--- src/rtl/reg_bank_pkg.sv ---
`default_nettype none
// ============================================================================
// Module      : reg_bank_pkg
// Description : Shared widths and lock-state encoding for the register-bank
//               arbiter slice.
// Revision    : 1.0 - initial release
// ============================================================================
package reg_bank_pkg;

  localparam int DATA_W = 8;
  localparam int ADDR_W = 3;

  typedef enum logic [1:0] {
    UNLOCKED  = 2'd0,
    LOCKED_R0 = 2'd1,
    LOCKED_R1 = 2'd2
  } lock_state_e;

endpackage
`default_nettype wire

--- src/rtl/reg_bank_arbiter_if.sv ---
`default_nettype none
// ============================================================================
// Module      : reg_bank_arbiter_if
// Description : One requester's access channel: valid/ready request with
//               lock hint, plus the one-cycle response pulse and read data.
// Revision    : 1.0 - initial release
// ============================================================================
interface reg_bank_arbiter_if #(
  parameter int DATA_W = reg_bank_pkg::DATA_W,
  parameter int ADDR_W = reg_bank_pkg::ADDR_W
);

  logic              valid;
  logic              ready;
  logic              we;
  logic [ADDR_W-1:0] addr;
  logic [DATA_W-1:0] wdata;
  logic              lock;
  logic              rsp_valid;
  logic [DATA_W-1:0] rsp_rdata;

  // Requester side
  modport master (
    output valid, we, addr, wdata, lock,
    input  ready, rsp_valid, rsp_rdata
  );

  // Arbiter side
  modport slave (
    input  valid, we, addr, wdata, lock,
    output ready, rsp_valid, rsp_rdata
  );

endinterface
`default_nettype wire

--- src/rtl/rr_arbiter2.sv ---
`default_nettype none
// ============================================================================
// Module      : rr_arbiter2
// Description : Two-way round-robin grant. The pointer names the requester
//               that wins a tie; it can advance past the winner or be loaded.
// Revision    : 1.0 - initial release
// ============================================================================
module rr_arbiter2 (
  input  wire logic       clk,
  input  wire logic       rst,
  input  wire logic [1:0] req,
  input  wire logic       upd_en,    // move pointer to the loser after a grant
  input  wire logic       load_en,   // force the pointer (overrides upd_en)
  input  wire logic       load_ptr,  // value forced into the pointer
  output logic      [1:0] gnt
);

  logic ptr_q;
  logic ptr_d;

  // Single requester wins outright; a tie goes to the pointer
  always_comb begin
    gnt = req;
    if (req == 2'b11) begin
      gnt = ptr_q ? 2'b10 : 2'b01;
    end
  end

  // Pointer next value: after granting r0 point at r1 and vice versa
  always_comb begin
    ptr_d = ptr_q;
    if (load_en) begin
      ptr_d = load_ptr;
    end else if (upd_en && (gnt != 2'b00)) begin
      ptr_d = gnt[0];
    end
  end

  // Pointer register
  always_ff @(posedge clk or posedge rst) begin
    if (rst) begin
      ptr_q <= 1'b0;
    end else begin
      ptr_q <= ptr_d;
    end
  end

endmodule
`default_nettype wire

--- src/rtl/reg_bank_arbiter.sv ---
`default_nettype none
// ============================================================================
// Module      : reg_bank_arbiter
// Description : Shares a 1R/1W register bank between two requesters with
//               round-robin arbitration, an atomic lock with timeout, and a
//               registered one-cycle response.
// Revision    : 1.0 - initial release
// ============================================================================
module reg_bank_arbiter #(
  parameter int DATA_W       = reg_bank_pkg::DATA_W,
  parameter int ADDR_W       = reg_bank_pkg::ADDR_W,
  parameter int LOCK_TIMEOUT = 16
) (
  input  wire logic              clk,
  input  wire logic              rst,
  reg_bank_arbiter_if.slave      r0,
  reg_bank_arbiter_if.slave      r1,
  output logic                   bank_we,
  output logic      [ADDR_W-1:0] bank_write_addr,
  output logic      [DATA_W-1:0] bank_write_data,
  output logic      [ADDR_W-1:0] bank_read_addr,
  input  wire logic [DATA_W-1:0] bank_read_data,
  output logic                   lock_timeout
);

  import reg_bank_pkg::*;

  localparam int              CNT_W     = (LOCK_TIMEOUT > 2) ? $clog2(LOCK_TIMEOUT) : 1;
  localparam logic [CNT_W-1:0] C_TO_LAST = CNT_W'(LOCK_TIMEOUT - 1);

  lock_state_e       state_q, state_d;
  logic [CNT_W-1:0]  cnt_q, cnt_d;
  logic              lock_to_q, lock_to_d;
  logic [1:0]        rsp_v_q, rsp_v_d;
  logic [DATA_W-1:0] rsp0_rdata_q, rsp0_rdata_d;
  logic [DATA_W-1:0] rsp1_rdata_q, rsp1_rdata_d;
  logic [ADDR_W-1:0] raddr_q, raddr_d;

  logic [1:0]        arb_req;
  logic [1:0]        arb_gnt;
  logic [1:0]        gnt;
  logic              timeout;
  logic              sel_we;
  logic [ADDR_W-1:0] sel_addr;
  logic [DATA_W-1:0] sel_wdata;

  assign arb_req = {r1.valid, r0.valid} & {2{~rst}};
  assign timeout = (state_q != UNLOCKED) && (cnt_q == C_TO_LAST);

  rr_arbiter2 u_rr (
    .clk      (clk),
    .rst      (rst),
    .req      (arb_req),
    .upd_en   (state_q == UNLOCKED),
    .load_en  (timeout),
    .load_ptr (state_q == LOCKED_R0),
    .gnt      (arb_gnt)
  );

  // Grant: arbiter decides when unlocked, otherwise only the lock owner
  always_comb begin
    gnt = 2'b00;
    case (state_q)
      UNLOCKED:  gnt = arb_gnt;
      LOCKED_R0: gnt = {1'b0, r0.valid};
      LOCKED_R1: gnt = {r1.valid, 1'b0};
      default:   gnt = 2'b00;
    endcase
    if (rst) begin
      gnt = 2'b00;
    end
  end

  assign r0.ready = gnt[0];
  assign r1.ready = gnt[1];

  // Bank drive from the granted request; read address holds when not reading
  always_comb begin
    sel_we          = gnt[1] ? r1.we    : r0.we;
    sel_addr        = gnt[1] ? r1.addr  : r0.addr;
    sel_wdata       = gnt[1] ? r1.wdata : r0.wdata;
    bank_we         = (gnt != 2'b00) && sel_we;
    bank_write_addr = bank_we ? sel_addr  : '0;
    bank_write_data = bank_we ? sel_wdata : '0;
    bank_read_addr  = ((gnt != 2'b00) && !sel_we) ? sel_addr : raddr_q;
  end

  // Lock FSM, timeout counter and response next values
  always_comb begin
    state_d = state_q;
    cnt_d   = cnt_q;
    case (state_q)
      UNLOCKED: begin
        cnt_d = '0;
        if (gnt[0] && r0.lock) begin
          state_d = LOCKED_R0;
        end else if (gnt[1] && r1.lock) begin
          state_d = LOCKED_R1;
        end
      end
      LOCKED_R0: begin
        cnt_d = cnt_q + CNT_W'(1);
        if (timeout || (gnt[0] && !r0.lock)) begin
          state_d = UNLOCKED;
          cnt_d   = '0;
        end
      end
      LOCKED_R1: begin
        cnt_d = cnt_q + CNT_W'(1);
        if (timeout || (gnt[1] && !r1.lock)) begin
          state_d = UNLOCKED;
          cnt_d   = '0;
        end
      end
      default: begin
        state_d = UNLOCKED;
        cnt_d   = '0;
      end
    endcase
    // Pulse is precomputed so it is high exactly in the forced-release cycle
    lock_to_d    = (state_d != UNLOCKED) && (cnt_d == C_TO_LAST);
    rsp_v_d      = gnt;
    rsp0_rdata_d = (gnt[0] && !r0.we) ? bank_read_data : '0;
    rsp1_rdata_d = (gnt[1] && !r1.we) ? bank_read_data : '0;
    raddr_d      = bank_read_addr;
  end

  // State and output registers
  always_ff @(posedge clk or posedge rst) begin
    if (rst) begin
      state_q      <= UNLOCKED;
      cnt_q        <= '0;
      lock_to_q    <= 1'b0;
      rsp_v_q      <= 2'b00;
      rsp0_rdata_q <= '0;
      rsp1_rdata_q <= '0;
      raddr_q      <= '0;
    end else begin
      state_q      <= state_d;
      cnt_q        <= cnt_d;
      lock_to_q    <= lock_to_d;
      rsp_v_q      <= rsp_v_d;
      rsp0_rdata_q <= rsp0_rdata_d;
      rsp1_rdata_q <= rsp1_rdata_d;
      raddr_q      <= raddr_d;
    end
  end

  assign r0.rsp_valid  = rsp_v_q[0];
  assign r1.rsp_valid  = rsp_v_q[1];
  assign r0.rsp_rdata  = rsp0_rdata_q;
  assign r1.rsp_rdata  = rsp1_rdata_q;
  assign lock_timeout  = lock_to_q;

endmodule
`default_nettype wire

--- src/flat_wrapper.sv ---
// flat-port wrapper written by rule: the top's interface ports become plain ports
module reg_bank_arbiter_flat import reg_bank_pkg::*;
#(
  parameter int DATA_W       = reg_bank_pkg::DATA_W,
  parameter int ADDR_W       = reg_bank_pkg::ADDR_W,
  parameter int LOCK_TIMEOUT = 16
)
  (clk, rst, bank_we, bank_write_addr, bank_write_data, bank_read_addr, bank_read_data, lock_timeout, r0_valid, r0_we, r0_addr, r0_wdata, r0_lock, r0_ready, r0_rsp_valid, r0_rsp_rdata, r1_valid, r1_we, r1_addr, r1_wdata, r1_lock, r1_ready, r1_rsp_valid, r1_rsp_rdata);
  reg_bank_arbiter_if #(.DATA_W(DATA_W), .ADDR_W(ADDR_W)) r0_i ();
  reg_bank_arbiter_if #(.DATA_W(DATA_W), .ADDR_W(ADDR_W)) r1_i ();
  input  wire logic clk;
  input  wire logic rst;
  output logic bank_we;
  output logic      [ADDR_W-1:0] bank_write_addr;
  output logic      [DATA_W-1:0] bank_write_data;
  output logic      [ADDR_W-1:0] bank_read_addr;
  input  wire logic [DATA_W-1:0] bank_read_data;
  output logic lock_timeout;
  input wire logic [$bits(r0_i.valid)-1:0] r0_valid;
  input wire logic [$bits(r0_i.we)-1:0] r0_we;
  input wire logic [$bits(r0_i.addr)-1:0] r0_addr;
  input wire logic [$bits(r0_i.wdata)-1:0] r0_wdata;
  input wire logic [$bits(r0_i.lock)-1:0] r0_lock;
  output wire logic [$bits(r0_i.ready)-1:0] r0_ready;
  output wire logic [$bits(r0_i.rsp_valid)-1:0] r0_rsp_valid;
  output wire logic [$bits(r0_i.rsp_rdata)-1:0] r0_rsp_rdata;
  input wire logic [$bits(r1_i.valid)-1:0] r1_valid;
  input wire logic [$bits(r1_i.we)-1:0] r1_we;
  input wire logic [$bits(r1_i.addr)-1:0] r1_addr;
  input wire logic [$bits(r1_i.wdata)-1:0] r1_wdata;
  input wire logic [$bits(r1_i.lock)-1:0] r1_lock;
  output wire logic [$bits(r1_i.ready)-1:0] r1_ready;
  output wire logic [$bits(r1_i.rsp_valid)-1:0] r1_rsp_valid;
  output wire logic [$bits(r1_i.rsp_rdata)-1:0] r1_rsp_rdata;
  assign r0_i.valid = r0_valid;
  assign r0_i.we = r0_we;
  assign r0_i.addr = r0_addr;
  assign r0_i.wdata = r0_wdata;
  assign r0_i.lock = r0_lock;
  assign r0_ready = r0_i.ready;
  assign r0_rsp_valid = r0_i.rsp_valid;
  assign r0_rsp_rdata = r0_i.rsp_rdata;
  assign r1_i.valid = r1_valid;
  assign r1_i.we = r1_we;
  assign r1_i.addr = r1_addr;
  assign r1_i.wdata = r1_wdata;
  assign r1_i.lock = r1_lock;
  assign r1_ready = r1_i.ready;
  assign r1_rsp_valid = r1_i.rsp_valid;
  assign r1_rsp_rdata = r1_i.rsp_rdata;
  reg_bank_arbiter #(.DATA_W(DATA_W), .ADDR_W(ADDR_W), .LOCK_TIMEOUT(LOCK_TIMEOUT)) u_core (.clk(clk), .rst(rst), .r0(r0_i), .r1(r1_i), .bank_we(bank_we), .bank_write_addr(bank_write_addr), .bank_write_data(bank_write_data), .bank_read_addr(bank_read_addr), .bank_read_data(bank_read_data), .lock_timeout(lock_timeout));
endmodule
--- config.mk ---
export PLATFORM = sky130hd
export DESIGN_NAME = reg_bank_arbiter_flat
export DESIGN_NICKNAME = d
export VERILOG_FILES = /design/src/rtl/reg_bank_pkg.sv /design/src/rtl/reg_bank_arbiter_if.sv /design/src/rtl/rr_arbiter2.sv /design/src/rtl/reg_bank_arbiter.sv /design/src/flat_wrapper.sv
export SDC_FILE = /design/constraint.sdc
export NUM_CORES = 1
export LEC_CHECK = 0
export CORE_ASPECT_RATIO = 1.2
export CORE_MARGIN = 1
export CORE_UTILIZATION = 43
export DETAILED_ROUTE_END_ITERATION = 8
export PLACE_DENSITY = 0.91
export SLEW_MARGIN = 20
export SYNTH_ARGS = -nofsm -noshare
export SYNTH_HDL_FRONTEND = slang
export SYNTH_SLANG_ARGS = --single-unit
--- constraint.sdc ---
create_clock -name clk -period 3.9 [get_ports clk]
set_input_delay 0.39 -clock clk [delete_from_list [all_inputs] [get_ports clk]]
set_output_delay 0.39 -clock clk [all_outputs]
set_load 0.01 [all_outputs]
# Yosys cells after proc, flatten, opt, wreduce, memory -nomap -nowiden
# Cells that the tools add are included.
[totals]
regBits = 29
in_bits = 38
out_inout_bits = 36
elab_cells = 62
[op_classes]
addsub = 1
n_eq_ne = 5
mux = 22
n_bitwise = 2
n_reduce_logical = 24
[ops]
columns = ["op", "n"]
rows = [
  ["8-bit two-way mux", 4],
  ["2-bit two-way mux", 7],
  ["2-bit case mux with 3 select lines", 2],
  ["1-bit logical AND", 11],
  ["2-bit nonzero test", 5],
  ["3-bit two-way mux", 3],
  ["4-bit equality test (second input constant)", 2],
  ["4-bit two-way mux", 2],
  ["4-bit case mux with 2 select lines", 1],
  ["1-bit zero test", 5],
  ["4-bit by 1-bit adder with 4-bit output (second input constant)", 1],
  ["2-bit equality test (second input constant)", 2],
  ["1-bit two-way mux", 3],
  ["2-bit AND", 1],
  ["2-bit by 1-bit equality test with 1-bit output (second input constant)", 1],
  ["2-bit zero test", 1],
  ["1-bit logical OR", 2],
  ["1-bit inverter", 1],
]

# Depth between registers and ports, before layout
[depth]
ltp_word = 12
mapped_depth = 9
depth_no_buf = 7

# By module
# Synthesis repeated with hierarchy kept, for this count alone.
[unflattened]
cells_unflattened = 159
hier_area_um2 = 1569.0
[by_module_without_submodules]
columns = ["module", "instances", "cells_each", "area_each_um2", "seq_area_each_um2"]
rows = [
  ["reg_bank_arbiter", 1, 150, 1493.9, 700.7],
  ["rr_arbiter2", 1, 9, 75.1, 25.0],
]

# Worst setup path before layout
# Ideal clock, no wire load.
[synth_timing]
kind = "input to output"
startpoint = "input port rst"
endpoint = "output port bank_read_addr[0]"
arrival_time_ns = 2.227
t_required_ns = 3.510
slack_ns = 1.283
stages = 6
n_path_buf = 1
path_cell_list = "inv_1 nand2_1 or3_1 buf_6 and2_1 a222oi_1"
[synth_between]
elab_chain_cells = 10
[synth_rtl]
columns = ["item", "line_no", "rtl"]
rows = [
  ["start, declared", "flat_wrapper.sv:12", "input wire logic rst;"],
  ["1-bit inverter", "reg_bank_arbiter.sv:47", "assign arb_req = {r1.valid, r0.valid} & {2{~rst}};"],
  ["2-bit AND", "reg_bank_arbiter.sv:47", ""],
  ["2-bit equality test", "rr_arbiter2.sv:24", "if (req == 2'b11) begin"],
  ["2-bit two-way mux", "rr_arbiter2.sv:24", ""],
  ["2-bit case mux with 3 select lines", "reg_bank_arbiter.sv:63", "case (state_q)"],
  ["2-bit two-way mux *", "reg_bank_arbiter.sv:69", "if (rst) begin"],
  ["1-bit two-way mux", "reg_bank_arbiter.sv:79", "sel_we = gnt[1] ? r1.we : r0.we;"],
  ["1-bit zero test", "reg_bank_arbiter.sv:85", "bank_read_addr = ((gnt != 2'b00) && !sel_we) ? sel_addr : raddr_q;"],
  ["1-bit logical AND", "reg_bank_arbiter.sv:85", ""],
  ["3-bit two-way mux *", "reg_bank_arbiter.sv:85", ""],
  ["end, declared", "flat_wrapper.sv:16", "output logic [ADDR_W-1:0] bank_read_addr;"],
]
# Mark *: on every way between the ends. The rest lies on a longest branch, timed or not.

# Worst setup path after layout
[layout_timing]
startpoint = "register u_core.state_q[0]"
endpoint = "output port bank_read_addr[1]"
[layout_between]
elab_chain_cells = 7
[layout_rtl]
columns = ["item", "line_no", "rtl"]
rows = [
  ["start, declared", "reg_bank_arbiter.sv:31", "lock_state_e state_q, state_d;"],
  ["start signal, assigned", "reg_bank_arbiter.sv:139", "state_q <= state_d;"],
  ["2-bit equality test, or another cell as far along", "reg_bank_arbiter.sv:63", ""],
  ["2-bit case mux with 3 select lines *", "reg_bank_arbiter.sv:63", ""],
  ["2-bit two-way mux *", "reg_bank_arbiter.sv:69", ""],
  ["1-bit two-way mux", "reg_bank_arbiter.sv:79", ""],
  ["1-bit zero test", "reg_bank_arbiter.sv:85", ""],
  ["1-bit logical AND", "reg_bank_arbiter.sv:85", ""],
  ["3-bit two-way mux *", "reg_bank_arbiter.sv:85", ""],
]
# Marks and branches as above.

==> summary.md <==
| Metric | Value |
|---|---|
| Status | complete, no violations |
| Unrepaired setup endpoints after global routing | no |
| Ys Warns | 0 |
| Pwr/cell area | 470 nW/um^2 |
| CTS root buf | clkbuf_4 |
| Post-synth top area share | 49.1% |
| Hold Crit Class | flop to flop |
| Simple-Gate Fraction of Synth Area | 23.1% |
| Sequential cell area | 726 sq um |
| Residual DRC | 0 |
| Slew @ Worst Pin | between 0.5 and 0.6 ns |
| Most instantiated cells after synthesis | dfrtp_1, nand2_1, inv_1, a21oi_2, and2_1 |
| Min-delay src | u_core.cnt_q[0] |
| Area leader, netlist | dfrtp_1 |
| Setup tns final | 0 ns |
| CTS Buf Count | 5 |
| Synth area leaders | dfrtp_1, nand2_1, a21oi_2 |
| Tmin final | ~3.5 ns |
| R2r startpoint | u_core.state_q[0] |
| Vias | 1,370 |
| Pre-antenna DRT Iters | 6 |
| RePlAce Congestion | approximately 0.93 |
| Vias in the first global route | 1,301 |
| Initial Utilization | 46.7% |
| Nets@finish | 271 |
| EDFF count, synth | 0 |
| Die Footprint | roughly 3700 sq um |
| Area of the multi-input gates | 654 sq um |
| CTS sink cnt | 29 |
| FF-to-FF End | u_core.raddr_q[1] |
| CP required | 3.51 ns |
| Worst Path Arrival | 3.08 ns |
| Count of buffers from port buffering | 73 |
| Post-CTS setup buffer count | 0 |
| Worst-path clk slew | roughly 0.10 ns |
| Average wire per standard cell | 13.8 um |
| Avg Cell Area, Syn | 9.73 sq um |
| Initial antenna violation count | 0 |
| Cells after Synth | 152 |
| FMAX | 288 MHz |
| Worst path cell trace | ha_1 -> nor3b_1 -> o21a_1 -> and2b_1 -> mux2i_1 -> a222oi_1 -> clkdlybuf4s50_1 |
| Final HPWL DP | 2650 um |
| Share of cells above drive strength 1 | under 10% |
| Pin count of the biggest net entering global routing | 30 |
| CTS tree | done |
| Multiplexer share of the synthesized area | 1.69% |
| Synth Area in XOR/XNOR | 1.18% |
| CP Launch Point | u_core.state_q[0] |
| Pleak | approximately 0.0011 uW |
| Cell area after synthesis | between 1000 and 1500 sq um |
| Setup crit end | bank_read_addr[1] |
| Syn-to-layout area delta | 57.5% |
| Detail Route Antenna Nets | 0 |
| Slew HR | a little under two thirds |
| Distinct cells, synth | 38 |
| All-layer global routing usage | 21.5% |
| Rows | 22 |
| First-pass GRT wire length | 6020 um |
| Antenna cell count | 0 |
| CP max stage cell | clkdlybuf4s50_1 |
| H-tree lvl count | 2 |
| Post-Synth Adder-Cell Area | 4.23% |
| Die H | 66.2 um |
| Worst-skew pair later-pin latency | 0.33 ns |
| GRT overflow | 0 |
| Critical path fanouts, max | 10 |
| Top-count cell post-synth | dfrtp_1 |
| Most used flip-flop cell after synthesis | dfrtp_1 |
| Final Skew | 0.0105 ns |
| Cts repair resizes | 0 |
| Die width | 55.5 um |
| Core area | 3170 sq um |
| Kind of critical path | flop to output port |
| MaxCap Viol Count | 0 |
| R2R Setup Slk | 1.63 ns |
| Initial DRC count | 46 |
| Syn Nets | around 200 |
| # hold bufs at CTS | 0 |
| Layout Cells excl Fill | 265 |
| Filler cells | 214 |
| #FFs+latches synth | 29 |
| IO Count | 74 |
| Synth Area in Compound Gates | 14.0% |
| Final setup violation count | 0 |
| Vias per inst | 5.17 |
| Max IR drop VDD | 0.000391 V |
| Worst stage delay on the critical path | 0.62 ns |
| Placed cells | about 260 |
| Largest family of logic cells by synthesized area | simple AND/OR/NAND/NOR gates |
| Sequential-to-total area share from yosys stat | 49.1% |
| CP endpoint kind | output port |
| Clock Tree Buf Depth | 2 |
| Post-Route WL | 3650 um |
| Asr flop ratio synth | 100% |
| Final period utilization | roughly nine tenths |
| Critical path launch point type | flop |
| Reg2Reg Depth | 6 |
| Final Max Tran Viols | 0 |
| Final hold vios | 0 |
## report_power, final
group | switching [uW] | internal (uW)
logic | 203 | 208
registers | 27.8 | 349
clock network | 109 | 198
## state kept, by name, summed over array words and instances (netlist names)
register             count
u_core.cnt_q             4
u_core.lock_timeout      1
u_core.r0.rsp_rdata      8
u_core.r1.rsp_rdata      8
u_core.raddr_q           3
u_core.rsp_v_q           2
u_core.state_q           2
u_core.u_rr.ptr_q        1
## per-layer routing
layer / global-route usage [%] / part of all wire (%) / wire length [um] / vias up
li1: - / - / - / 666
met1: 25.5 / 41 / 1480 / 638
met2: 36.3 / 51 / 1850 / 59
met3: 6.65 / 6.8 / 250 / 7
met4: 8.44 / 1.7 / 61 / 0
met5: 0 / 0 / 0 / -
## kinds of logic (layout without fill, tap and decap cells)
kind of cell	count (synthesis)	in the layout
flip-flops	29	29
AO/OA/AOI/OAI	27	27
XOR/XNOR	2	2
buffers and inverters	22	99
multiplexers	2	2
adder cells (fa/ha/maj)	5	5
AND/OR/NAND/NOR	65	65
## worst min path at each step
stage                                 end  slack, ns  cells past startpoint
after global placement    u_core.cnt_q[0]       0.48                      1
final                     u_core.cnt_q[0]       0.50                      1
after floorplan           u_core.cnt_q[0]       0.46                      1
after global routing      u_core.cnt_q[0]       0.52                      1
after detailed placement  u_core.cnt_q[0]       0.49                      1
after CTS                 u_core.cnt_q[0]       0.51                      1
## final cells by class
cell class,instances,share of cell area [%]
repair buffers,74,31.7
flip-flops and latches,29,31.1
multi-input cells,101,28.1
clock inverters,3,2.79
inverters,17,2.74
well taps,36,1.93
clock buffers,5,1.61
## metrics by stage
stage | cell area (sq um) | utilization (%) | setup slack (ns) | hold slack (ns) | power (uW)
finish | 2330 | 73.6 | 0.427 | 0.503 | 1100
global route | 2330 | 73.6 | 0.213 | 0.520 | 1160
CTS | 2330 | 73.6 | 0.459 | 0.507 | 1100
detailed placement | 2230 | 70.4 | 0.618 | 0.494 | 789
global placement | 2230 | 70.4 | 0.630 | 0.483 | 782
floorplan | 1480 | - | 1.28 | 0.455 | 606
## worst max-delay path: cells and delay by family, from the launching register on
| family | cells | cell delay (ns) |
|---|---|---|
| adders and majority gates | 1 | 0.28 |
| DFF | 1 | 0.43 |
| AOI/OAI and AO/OA | 2 | 0.64 |
| buffers and inverters | 1 | 0.62 |
| muxes | 1 | 0.18 |
| and+or+nand+nor | 2 | 0.60 |
## placed cells by master, fill, tap and decap left out, drive strengths merged, types with 2 or more instances in the layout
| cell type | instances |
|---|---|
| a21oi | 15 |
| nor2 | 6 |
| bufinv | 2 |
| and2 | 9 |
| a222oi | 3 |
| or4b | 2 |
| nand2 | 25 |
| clkbuf | 5 |
| dfrtp | 29 |
| or3 | 2 |
| nand3 | 4 |
| ha | 5 |
| and3 | 8 |
| clkdlybuf4s50 | 73 |
| o21a | 2 |
| inv | 17 |
Note: power is estimated with default switching activity, not from simulation.
